--- src/rtl/alu_op_queue.sv ---
// alu_op_queue: in-order FIFO of resolved ALU operations between decode and execute.
// The head entry drives the ALU input buses directly. A synchronous flush discards
// every queued op on a branch redirect.
// Optional feature: define ALU_Q_BYPASS_EN so that an op arriving at an empty queue
// appears on the outputs in the same cycle. That op is consumed without being
// stored when out_ready is high.

module alu_op_queue #(
  parameter int unsigned DEPTH = 4,
  parameter int unsigned TAG_W = 5
) (
  input  logic                     clk,
  input  logic                     rst_n,
  input  logic                     flush,
  // upstream (decode) side
  input  logic                     in_valid,
  output logic                     in_ready,
  input  logic [2:0]               in_mode,
  input  logic [31:0]              in_a,
  input  logic [31:0]              in_b,
  input  logic                     in_cin,
  input  logic [TAG_W-1:0]         in_tag,
  // downstream (ALU / writeback) side
  output logic                     out_valid,
  input  logic                     out_ready,
  output logic [2:0]               out_mode,
  output logic [31:0]              out_a,
  output logic [31:0]              out_b,
  output logic                     out_cin,
  output logic [TAG_W-1:0]         out_tag,
  output logic [$clog2(DEPTH):0]   count
);

  localparam int unsigned PtrW = $clog2(DEPTH);
  localparam int unsigned CntW = PtrW + 1;

  // Entry storage, one array per payload field
  logic [2:0]       mode_q [DEPTH];
  logic [31:0]      a_q    [DEPTH];
  logic [31:0]      b_q    [DEPTH];
  logic             cin_q  [DEPTH];
  logic [TAG_W-1:0] tag_q  [DEPTH];

  logic [PtrW-1:0] wp_q, wp_d;
  logic [PtrW-1:0] rp_q, rp_d;
  logic [CntW-1:0] count_q, count_d;

  logic head_valid;
  logic push;
  logic pop;
  logic bypass;
  logic store;

  // Handshake qualification. in_ready looks only at the registered count, so ready
  // never depends combinationally on out_ready.
  always_comb begin
    in_ready   = (count_q < CntW'(DEPTH));
    head_valid = (count_q != '0);
    push       = in_valid & in_ready & ~flush;
    pop        = head_valid & out_ready & ~flush;
    bypass     = 1'b0;
`ifdef ALU_Q_BYPASS_EN
    bypass     = ~head_valid & in_valid & ~flush;
`endif
    // A bypassed op that is consumed at once never occupies a slot
    store      = push & ~(bypass & out_ready);
  end

  // Pointer and occupancy next state; flush overrides any push or pop
  always_comb begin
    wp_d    = wp_q;
    rp_d    = rp_q;
    count_d = count_q;
    if (flush) begin
      wp_d    = '0;
      rp_d    = '0;
      count_d = '0;
    end else begin
      if (store) wp_d = wp_q + PtrW'(1);
      if (pop)   rp_d = rp_q + PtrW'(1);
      case ({store, pop})
        2'b10:   count_d = count_q + CntW'(1);
        2'b01:   count_d = count_q - CntW'(1);
        default: count_d = count_q;
      endcase
    end
  end

  // Pointer and occupancy registers
  always_ff @(posedge clk or negedge rst_n) begin
    if (!rst_n) begin
      wp_q    <= '0;
      rp_q    <= '0;
      count_q <= '0;
    end else begin
      wp_q    <= wp_d;
      rp_q    <= rp_d;
      count_q <= count_d;
    end
  end

  // Entry storage write; cleared on reset so nothing stale can ever be observed
  always_ff @(posedge clk or negedge rst_n) begin
    if (!rst_n) begin
      for (int unsigned i = 0; i < DEPTH; i++) begin
        mode_q[i] <= '0;
        a_q[i]    <= '0;
        b_q[i]    <= '0;
        cin_q[i]  <= 1'b0;
        tag_q[i]  <= '0;
      end
    end else if (store) begin
      mode_q[wp_q] <= in_mode;
      a_q[wp_q]    <= in_a;
      b_q[wp_q]    <= in_b;
      cin_q[wp_q]  <= in_cin;
      tag_q[wp_q]  <= in_tag;
    end
  end

  // Head presentation: stored head, else the bypassed input, else all zeros
  always_comb begin
    out_valid = head_valid | bypass;
    out_mode  = '0;
    out_a     = '0;
    out_b     = '0;
    out_cin   = 1'b0;
    out_tag   = '0;
    if (head_valid) begin
      out_mode = mode_q[rp_q];
      out_a    = a_q[rp_q];
      out_b    = b_q[rp_q];
      out_cin  = cin_q[rp_q];
      out_tag  = tag_q[rp_q];
    end else if (bypass) begin
      out_mode = in_mode;
      out_a    = in_a;
      out_b    = in_b;
      out_cin  = in_cin;
      out_tag  = in_tag;
    end
  end

  assign count = count_q;

endmodule

--- config.mk ---
export PLATFORM = sky130hd
export DESIGN_NAME = alu_op_queue
export DESIGN_NICKNAME = d
export VERILOG_FILES = /design/src/rtl/alu_op_queue.sv
export SDC_FILE = /design/constraint.sdc
export NUM_CORES = 1
export LEC_CHECK = 0
export ABC_AREA = 1
export CORE_MARGIN = 10
export CORE_UTILIZATION = 55
export DETAILED_ROUTE_END_ITERATION = 7
export GPL_ROUTABILITY_DRIVEN = 1
export GPL_TIMING_DRIVEN = 0
export PLACE_DENSITY = 0.84
export SETUP_SLACK_MARGIN = 0.02
export SLEW_MARGIN = 0
export SYNTH_ARGS = -nofsm -noshare
export SYNTH_HDL_FRONTEND = slang
export SYNTH_SLANG_ARGS = --single-unit
--- constraint.sdc ---
create_clock -name clk -period 2.9 [get_ports clk]
set_clock_uncertainty 0.2 [all_clocks]
set_input_delay 0.435 -clock clk [delete_from_list [all_inputs] [get_ports clk]]
set_output_delay 0.435 -clock clk [all_outputs]
set_load 0.05 [all_outputs]
==> summary.md, run 1 <==
| Metric | Value |
|---|---|
| Comb pwr share | 48.4% |
| Clk_lat worst skew | 560 ps |
| Area Growth Syn to Fin | 23.4% |
| First-pass GRT wire length | approximately 70 mm |
| Post-Synthesis Cells | 1641 |
| Leak | 0.00838 µW |
| WP data arrival | 2240 ps |
| Max-slew violation count | 0 |
| Synth area leaders | dfrtp_1 52%, nand2_1 8.2%, o21ai_2 7.8% |
| Initial core utilization | 56.3% |
| Worst IR Drop VDD | 0.000854 V |
| Layout cells sized above 1 | 24.6% |
| CTS max path bufs | 3 |
| TritonRoute pass-1 iters | 5 |
| Register share of total power | 31.8% |
| Final Instance Area | ~18000 µm² |
| # rows | 58 |
| Post-synth EDFFs | 0 |
| Setup crit end kind | primary output |
| Crit Path Class | flop to primary output |
| Max-capacitance violation count | 0 |
| Relative slew slack | between 50 and 60% |
| Total Wirelength | roughly 44 mm |
| Vias in the first global route | 13200 |
| Netlist Area Pre-Place | 14300 µm² |
| N_diodes | 0 |
| Avg Inst Size Synth | 8.70 µm² |
| Synth cell count leaders | 312 x nand2_1, 299 x dfrtp_1, 296 x nor2_1 |
| Clock transition at the registers of the reported paths | 60 ps |
| Netlist cell types | 21 |
| Routed WL per cell | 20.2 µm |
| H-tree depth | 1 |
| IO Count | 156 |
| Fill cells | 1901 |
| Setup violators final | 0 |
| DRC viols | 0 |
| Register bit total from synthesis | 299 |
| Number of I/O port buffers | between 150 and 200 |
| Placed inst area | 16600 µm² |
| Worst Path Required | 2270 ps |
| Power Density | 1230 nW/µm² |
| Clock root buffer | clkbuf_16 |
| Final worst slack | between 20 and 25 ps |
| Setup crit start kind | flop |
| Post-synth top area cell | dfrtp_1 |
| Tightest Hold Check Type | input pin to async pin |
| Placer Congestion | 0.916 |
| Yosys top cell area share | between 50% and 60% |
| Fin crit share | approximately 99% |
| Vias | between 10000 and 15000 |
| Core area | 25300 µm² |
| Average via count per standard cell | a little under 6 |
| GRT Total Usage | 26.1% |
| Post-synthesis sequential area ratio | 52.4% |
| Layout Nets | about 1900 |
| Die area | 32800 µm² |
| Dominant synthesized flop cell | dfrtp_1 |
| Worst-Margin Slew | 664 ps |
| Sink Count | 299 |
| Syn Nets | 1724 |
| Final ANT Viol Nets | 0 |
| Clock share of power | 19.8% |
| Post-place setup slack | -370 ps |
| Die height | 181 µm |
| Sw power | 9880 µW |
| Yosys Warn Count | 0 |
| Synth async-reset ratio | between 90% and 100% |
| Count leader, synth | nand2_1 |
| Critical path fanouts, max | 10 |
| Die width | 181 µm |
| Hpwl dp | 29.6 mm |
| Minimum clock period | 2880 ps |
| Postcts setup bufs | 0 |
| Final Hold Fails | 0 |
| Pint | approximately 12000 µW |
| CTS tree | yes |
| Fmax | 347 MHz |
| Antenna violations before repair | 0 |
| Switching Fraction | ~46% |
| Largest net degree at the start of global routing | 120 |
| DRT iter0 DRCs | roughly 1800 |
| Total congestion overflow | 0 |
| CTS Buf Count | 31 |
| Status | complete, no violations |
==> critical path, cell delays in order, from the launching register on <==
cell	delay (ps)
dfrtp_1	390
buf_2	250
clkbuf_4	270
nor2_1	180
o21ai_0	150
a21oi_2	210
buf_4	230
==> sequential cells by signal, summed over array words and instances, names as in the netlist <==
name / flops
b_q: 128
tag_q: 20
cin_q: 4
a_q: 128
wp_q: 2
mode_q: 12
rp_q: 2
count: 3
==> cell usage in the layout, fill, tap and decap left out <==
master | Yosys | layout
nand2_1 | 312 | 311
dfrtp_1 | 299 | 298
nor2_1 | 296 | 296
o21ai_1 | 168 | 168
o21ai_0 | 144 | 144
o21ai_2 | 127 | 127
clkdlybuf4s50_1 | 0 | 81
inv_1 | 80 | 80
a21oi_2 | 0 | 71
buf_6 | 63 | 70
buf_2 | 21 | 47
clkbuf_4 | 0 | 37
clkbuf_16 | 0 | 31
buf_4 | 0 | 28
clkbuf_8 | 0 | 15
clkbuf_1 | 21 | 6
clkbuf_2 | 0 | 5
a21oi_1 | 76 | 5
nand2_4 | 5 | 5
nand3_1 | 4 | 4
ha_1 | 4 | 4
bufinv_16 | 0 | 4
clkinv_2 | 0 | 4
buf_8 | 1 | 2
inv_2 | 3 | 2
inv_6 | 0 | 2
buf_16 | 0 | 2
nor2_8 | 1 | 1
a22o_1 | 1 | 1
xnor2_1 | 1 | 1
nand2_2 | 0 | 1
fa_1 | 1 | 1
inv_8 | 0 | 1
dlygate4sd3_1 | 0 | 1
dfrtp_2 | 0 | 1
==> metal layers <==
layer	routed length, µm	global-route usage [%]
met1	17100	33.0
met2	21200	42.8
met3	4150	5.57
met4	1740	10.6
met5	0	0
==> worst paths after layout <==
check,cells after the start,to,from,slack (ps)
setup / recovery,6,out_a[27],rp_q[1]$_DFFE_PN0P_,20
hold / removal,2,b_q[16]$_DFFE_PN0P_,rst_n,180
setup reg to reg,11,count[2]$_DFFE_PN0P_,count[0]$_DFFE_PN0P_,740
hold reg to reg,2,a_q[19]$_DFFE_PN0P_,a_q[19]$_DFFE_PN0P_,280
max in group asynchronous,4,a_q[9]$_DFFE_PN0P_,rst_n,880
min in group clk,2,a_q[19]$_DFFE_PN0P_,a_q[19]$_DFFE_PN0P_,280
==> per-stage QoR <==
step | std cells | total power, µW | utilization, % | TNS [ps] | hold slack [ps]
2_1_floorplan | 1641 | 14100 | - | 0 | -60.6
5_1_grt | 2187 | 22800 | 69.5 | -5.65 | 248
6_report | 2187 | 21700 | 69.5 | 0 | 181
3_3_place_gp | 2126 | 17100 | 65.2 | -3394240 | 258
3_5_place_dp | 2128 | 17500 | 65.4 | -16070 | 216
4_1_cts | 2187 | 21500 | 69.3 | 0 | 219
==> what timing repair did <==
item	in CTS	in global routing
resized for setup	432	66
pin swaps	0	1
endpoints found under the setup margin	73	68
hold buffers	1	0
hold endpoints to repair	65	0
==> power groups by stage <==
stage | logic, µW | registers, µW | clock network, µW
after floorplan | 7390 | 6700 | 0
after global placement | 10300 | 6810 | 0
after detailed placement | 10600 | 6880 | 0
after CTS | 10300 | 6850 | 4300
after global routing | 11300 | 7070 | 4470
final | 10500 | 6900 | 4300
==> kinds of logic (layout without fill, tap and decap cells) <==
kind of cell / count (synthesis) / after routing / share of synthesized area [%]
AOI/OAI and AO/OA: 516 / 516 / 21.5
xor gates and xnor gates: 1 / 1 / 0.0614
adders and majority gates: 5 / 5 / 0.491
buffers and inverters: 202 / 418 / 8.89
DFF: 299 / 299 / 52.4
and+or+nand+nor: 618 / 618 / 16.7
==> cell type report <==
class	instances	area (µm²)	share of cell area, %
inverters	83	317	1.80
flip-flops and latches	299	7480	42.5
multi-input cells	1140	5790	32.9
clock buffers	48	950	5.39
plain buffers	119	1150	6.52
well taps	330	413	2.34
clock inverters	10	160	0.909
repair buffers	158	1350	7.66
Note: power is estimated with default switching activity, not from simulation.
==> inputs of run 2 (changes only) <==
--- a/config.mk
+++ b/config.mk
@@ -11,6 +11,7 @@
 export DETAILED_ROUTE_END_ITERATION = 7
 export GPL_ROUTABILITY_DRIVEN = 1
 export GPL_TIMING_DRIVEN = 0
+export HOLD_SLACK_MARGIN = 0.03
 export PLACE_DENSITY = 0.84
 export SETUP_SLACK_MARGIN = 0.02
 export SLEW_MARGIN = 0
==> results of run 2 <==
Same layout as run 1: the final DEF is identical, and so are final timing and power.
==> inputs of run 3 (changes only) <==
--- a/config.mk
+++ b/config.mk
@@ -13,7 +13,6 @@
 export GPL_TIMING_DRIVEN = 0
 export HOLD_SLACK_MARGIN = 0.03
 export PLACE_DENSITY = 0.84
-export SETUP_SLACK_MARGIN = 0.02
 export SLEW_MARGIN = 0
 export SYNTH_ARGS = -nofsm -noshare
 export SYNTH_HDL_FRONTEND = slang
==> constraint.sdc (replaced) <==
create_clock -name clk -period 3.35 [get_ports clk]
set_clock_uncertainty 0.2 [all_clocks]
set_input_delay 0.5025 -clock clk [delete_from_list [all_inputs] [get_ports clk]]
set_output_delay 0.5025 -clock clk [all_outputs]
set_load 0.05 [all_outputs]
==> summary.md, run 3 (synthesized netlist as in run 1, its figures left out) <==
| Metric | Value |
|---|---|
| Setup violators final | 0 (unchanged) |
| Total power | 17800 µW (was 21700 µW) |
| IO Count | 156 (unchanged) |
| Non-filler instance count after layout | 2185 (was 2187) |
| Max stage delay on crit path | 460 ps (was 390 ps) |
| Crit Path Class | flop to primary output (unchanged) |
| Final Instance Area | 17200 µm² (was 17600 µm²) |
| Fill cells | 1973 (was 1901) |
| Leak | 0.00821 µW (was 0.00838 µW) |
| Clock root buffer | clkbuf_16 (unchanged) |
| Post-place setup slack | 8.14 ps (was -370 ps) |
| Commonest non-fill, non-tap cell in the layout | nand2_1 (unchanged) |
| Tightest Hold Check Type | flop to flop (was input pin to async pin) |
| Average via count per standard cell | 5.78 (was 5.90) |
| Layout cells sized above 1 | 19.8% (was 24.6%) |
| Unrepaired setup endpoints after global routing | yes |
| Placer Congestion | 0.921 (was 0.916) |
| Worst Path Required | 2650 ps (was 2270 ps) |
| Vias in the first global route | 12800 (was 13200) |
| Met3 usage in global routing | 6.33% (was 5.57%) |
| Die height | 181 µm (unchanged) |
| Hpwl dp | 29.3 mm (was 29.6 mm) |
| CP Launch Point | rp_q[0]$_DFFE_PN0P_ (was rp_q[1]$_DFFE_PN0P_) |
| Relative slew slack | 46.0% (was 55.7%) |
| Sink Count | 299 (unchanged) |
| Worst r2r src | count[0]$_DFFE_PN0P_ (unchanged) |
| N_diodes | 0 (unchanged) |
| CTS tree | yes (unchanged) |
| DRC viols | 0 (unchanged) |
| Reg2Reg Setup Slack | 1180 ps (was 740 ps) |
| Routed WL per cell | 19.4 µm (was 20.2 µm) |
| Max-slew violation count | 0 (unchanged) |
| First-pass GRT wire length | 67.9 mm (was 70.4 mm) |
| Final Hold Fails | 0 (unchanged) |
| Commonest cells after routing, fill and taps aside | 312 x nand2_1, 299 x dfrtp_1, 296 x nor2_1 (was 311 x nand2_1, 298 x dfrtp_1, 296 x nor2_1) |
| Power Density | 1040 nW/µm² (was 1230 nW/µm²) |
| Max-capacitance violation count | 0 (unchanged) |
| Vias | 12600 (was 12900) |
| Worst-Margin Slew | 810 ps (was 664 ps) |
| Setup crit end kind | primary output (unchanged) |
| Die area | 32800 µm² (unchanged) |
| Fin crit share | a little under 100% |
| Layout Nets | 1915 (unchanged) |
| DRT iter0 DRCs | 1285 (was 1773) |
| Register area | 7480 µm² (about the same) |
| Setup crit start kind | flop (unchanged) |
| # rows | 58 (unchanged) |
| Critical path fanouts, max | 10 (unchanged) |
| Worst path bufs/invs | 3 (unchanged) |
| GRT Max-Usage Layer | met2 (unchanged) |
| CTS Buf Count | 31 (unchanged) |
| Slowest cell on crit path | dfrtp_1 (unchanged) |
| GRT Total Usage | 25.1% (was 26.1%) |
| Antenna violations before repair | 0 (unchanged) |
| Postcts setup bufs | 0 (unchanged) |
| Area of the multi-input gates | 5530 µm² (was 5790 µm²) |
| Met2 usage in global routing | 40.9% (was 42.8%) |
| Final core occ | 68.0% (was 69.5%) |
| Status | complete, no violations (unchanged) |
| Placed cell count | 2128 (unchanged) |
| H-tree depth | 1 (unchanged) |
| Area Growth Syn to Fin | 20.8% (was 23.4%) |
| M1 GR Usage | 31.5% (was 33.0%) |
| Final ANT Viol Nets | 0 (unchanged) |
| WP data arrival | 2630 ps (was 2240 ps) |
| Worst IR Drop VDD | 0.000671 V (was 0.000854 V) |
| Initial core utilization | 56.3% (unchanged) |
| Clk_lat worst skew | 560 ps (about the same) |
| Largest regs | a_q x128, b_q x128, tag_q x20 (unchanged) |
| Placed inst area | 16300 µm² (was 16600 µm²) |
| Total congestion overflow | 0 (unchanged) |
| TritonRoute pass-1 iters | 6 (was 5) |
| Largest net degree at the start of global routing | 113 (was 120) |
| CTS max path bufs | 3 (unchanged) |
| Total Wirelength | 42.4 mm (was 44.2 mm) |
| Minimum clock period | between 3000 and 4000 ps |
| Clock transition at the registers of the reported paths | 60 ps (about the same) |
| CP Cell Sequence | buf_2, buf_2, nor2_1, nor2_1, o21ai_0, a21oi_1, clkdlybuf4s15_2 (was buf_2, clkbuf_4, nor2_1, o21ai_0, a21oi_2, buf_4) |
| Number of I/O port buffers | 155 (unchanged) |
| Core area | 25300 µm² (unchanged) |
| Fmax | 300 MHz |
| Delay-heaviest family, CP | buffers and inverters (unchanged) |
| Die width | 181 µm (unchanged) |
| Worst Hold Launch | b_q[5]$_DFFE_PN0P_ |
| Final worst slack | 19.7 ps (was 20.4 ps) |
## run 3: cell types whose count changed in the layout (fill, tap and decap cells not counted), sizes merged
cell,delta
clkbuf,+7
dlygate4sd2,+4
inv,-1
clkinv,+2
clkinvlp,+1
buf,-49
bufinv,-3
clkdlybuf4s15,+37
## run 3: cell type report
| class | count | area share [%] |
|---|---|---|
| Sequential cell | 299 | 43.4 |
| Buffer | 119 | 5.76 |
| Multi-Input combinational cell | 1140 | 32.1 |
| Inverter | 83 | 1.81 |
| Clock buffer | 47 | 5.37 |
| Tap cell | 330 | 2.40 |
| Clock inverter | 9 | 0.443 |
| Timing Repair Buffer | 158 | 8.72 |
## run 3: metal layers
| layer | wire length [µm] | vias up |
|---|---|---|
| met5 | 0 | - |
| met4 | 1370 | 0 |
| met3 | 3970 | 105 |
| met2 | 20200 | 637 |
| met1 | 16900 | 6152 |
| li1 | - | 5734 |
## run 3: final timing paths
check	end	cells past startpoint
min reg2reg	b_q[5]$_DFFE_PN0P_	2
max	out_a[27]	7
min in group asynchronous	b_q[16]$_DFFE_PN0P_	2
max in group asynchronous	a_q[99]$_DFFE_PN0P_	3
max reg2reg	count[2]$_DFFE_PN0P_	11
min	b_q[5]$_DFFE_PN0P_	2
## run 3: through the flow
| stage | hold slack [ps] | setup TNS [ps] |
|---|---|---|
| 2_1_floorplan | 6.91 | 0 |
| 3_3_place_gp | 258 | -3263370 |
| 3_5_place_dp | 262 | 0 |
| 4_1_cts | 277 | 0 |
| 5_1_grt | 293 | -24.3 |
| 6_report | 275 | 0 |
## run 3: worst reg2reg max path, stage by stage, from the launching register on
cell,delay [ps]
dfrtp_1,450
nor2_1,160
nand2_1,170
nand3_1,140
inv_1,60
fa_1,370
xnor2_1,220
inv_1,60
nand2_1,60
nand2_1,50
nand2_1,60
nand2_1,50
## run 3: timing repair
item,CTS,global route
hold buffers,1,0
endpoints found under the setup margin,73,67
endpoints found under the hold margin,101,0
cloned,0,0
gates resized for setup,170,83
## run 3: where the power goes
group          leakage [µW]  switching [µW]  internal, µW  total [µW]
logic               0.00385            5900          2590        8490
clock network      0.000497            1430          1970        3400
registers           0.00386             830          5130        5960
total               0.00821            8160          9690       17800
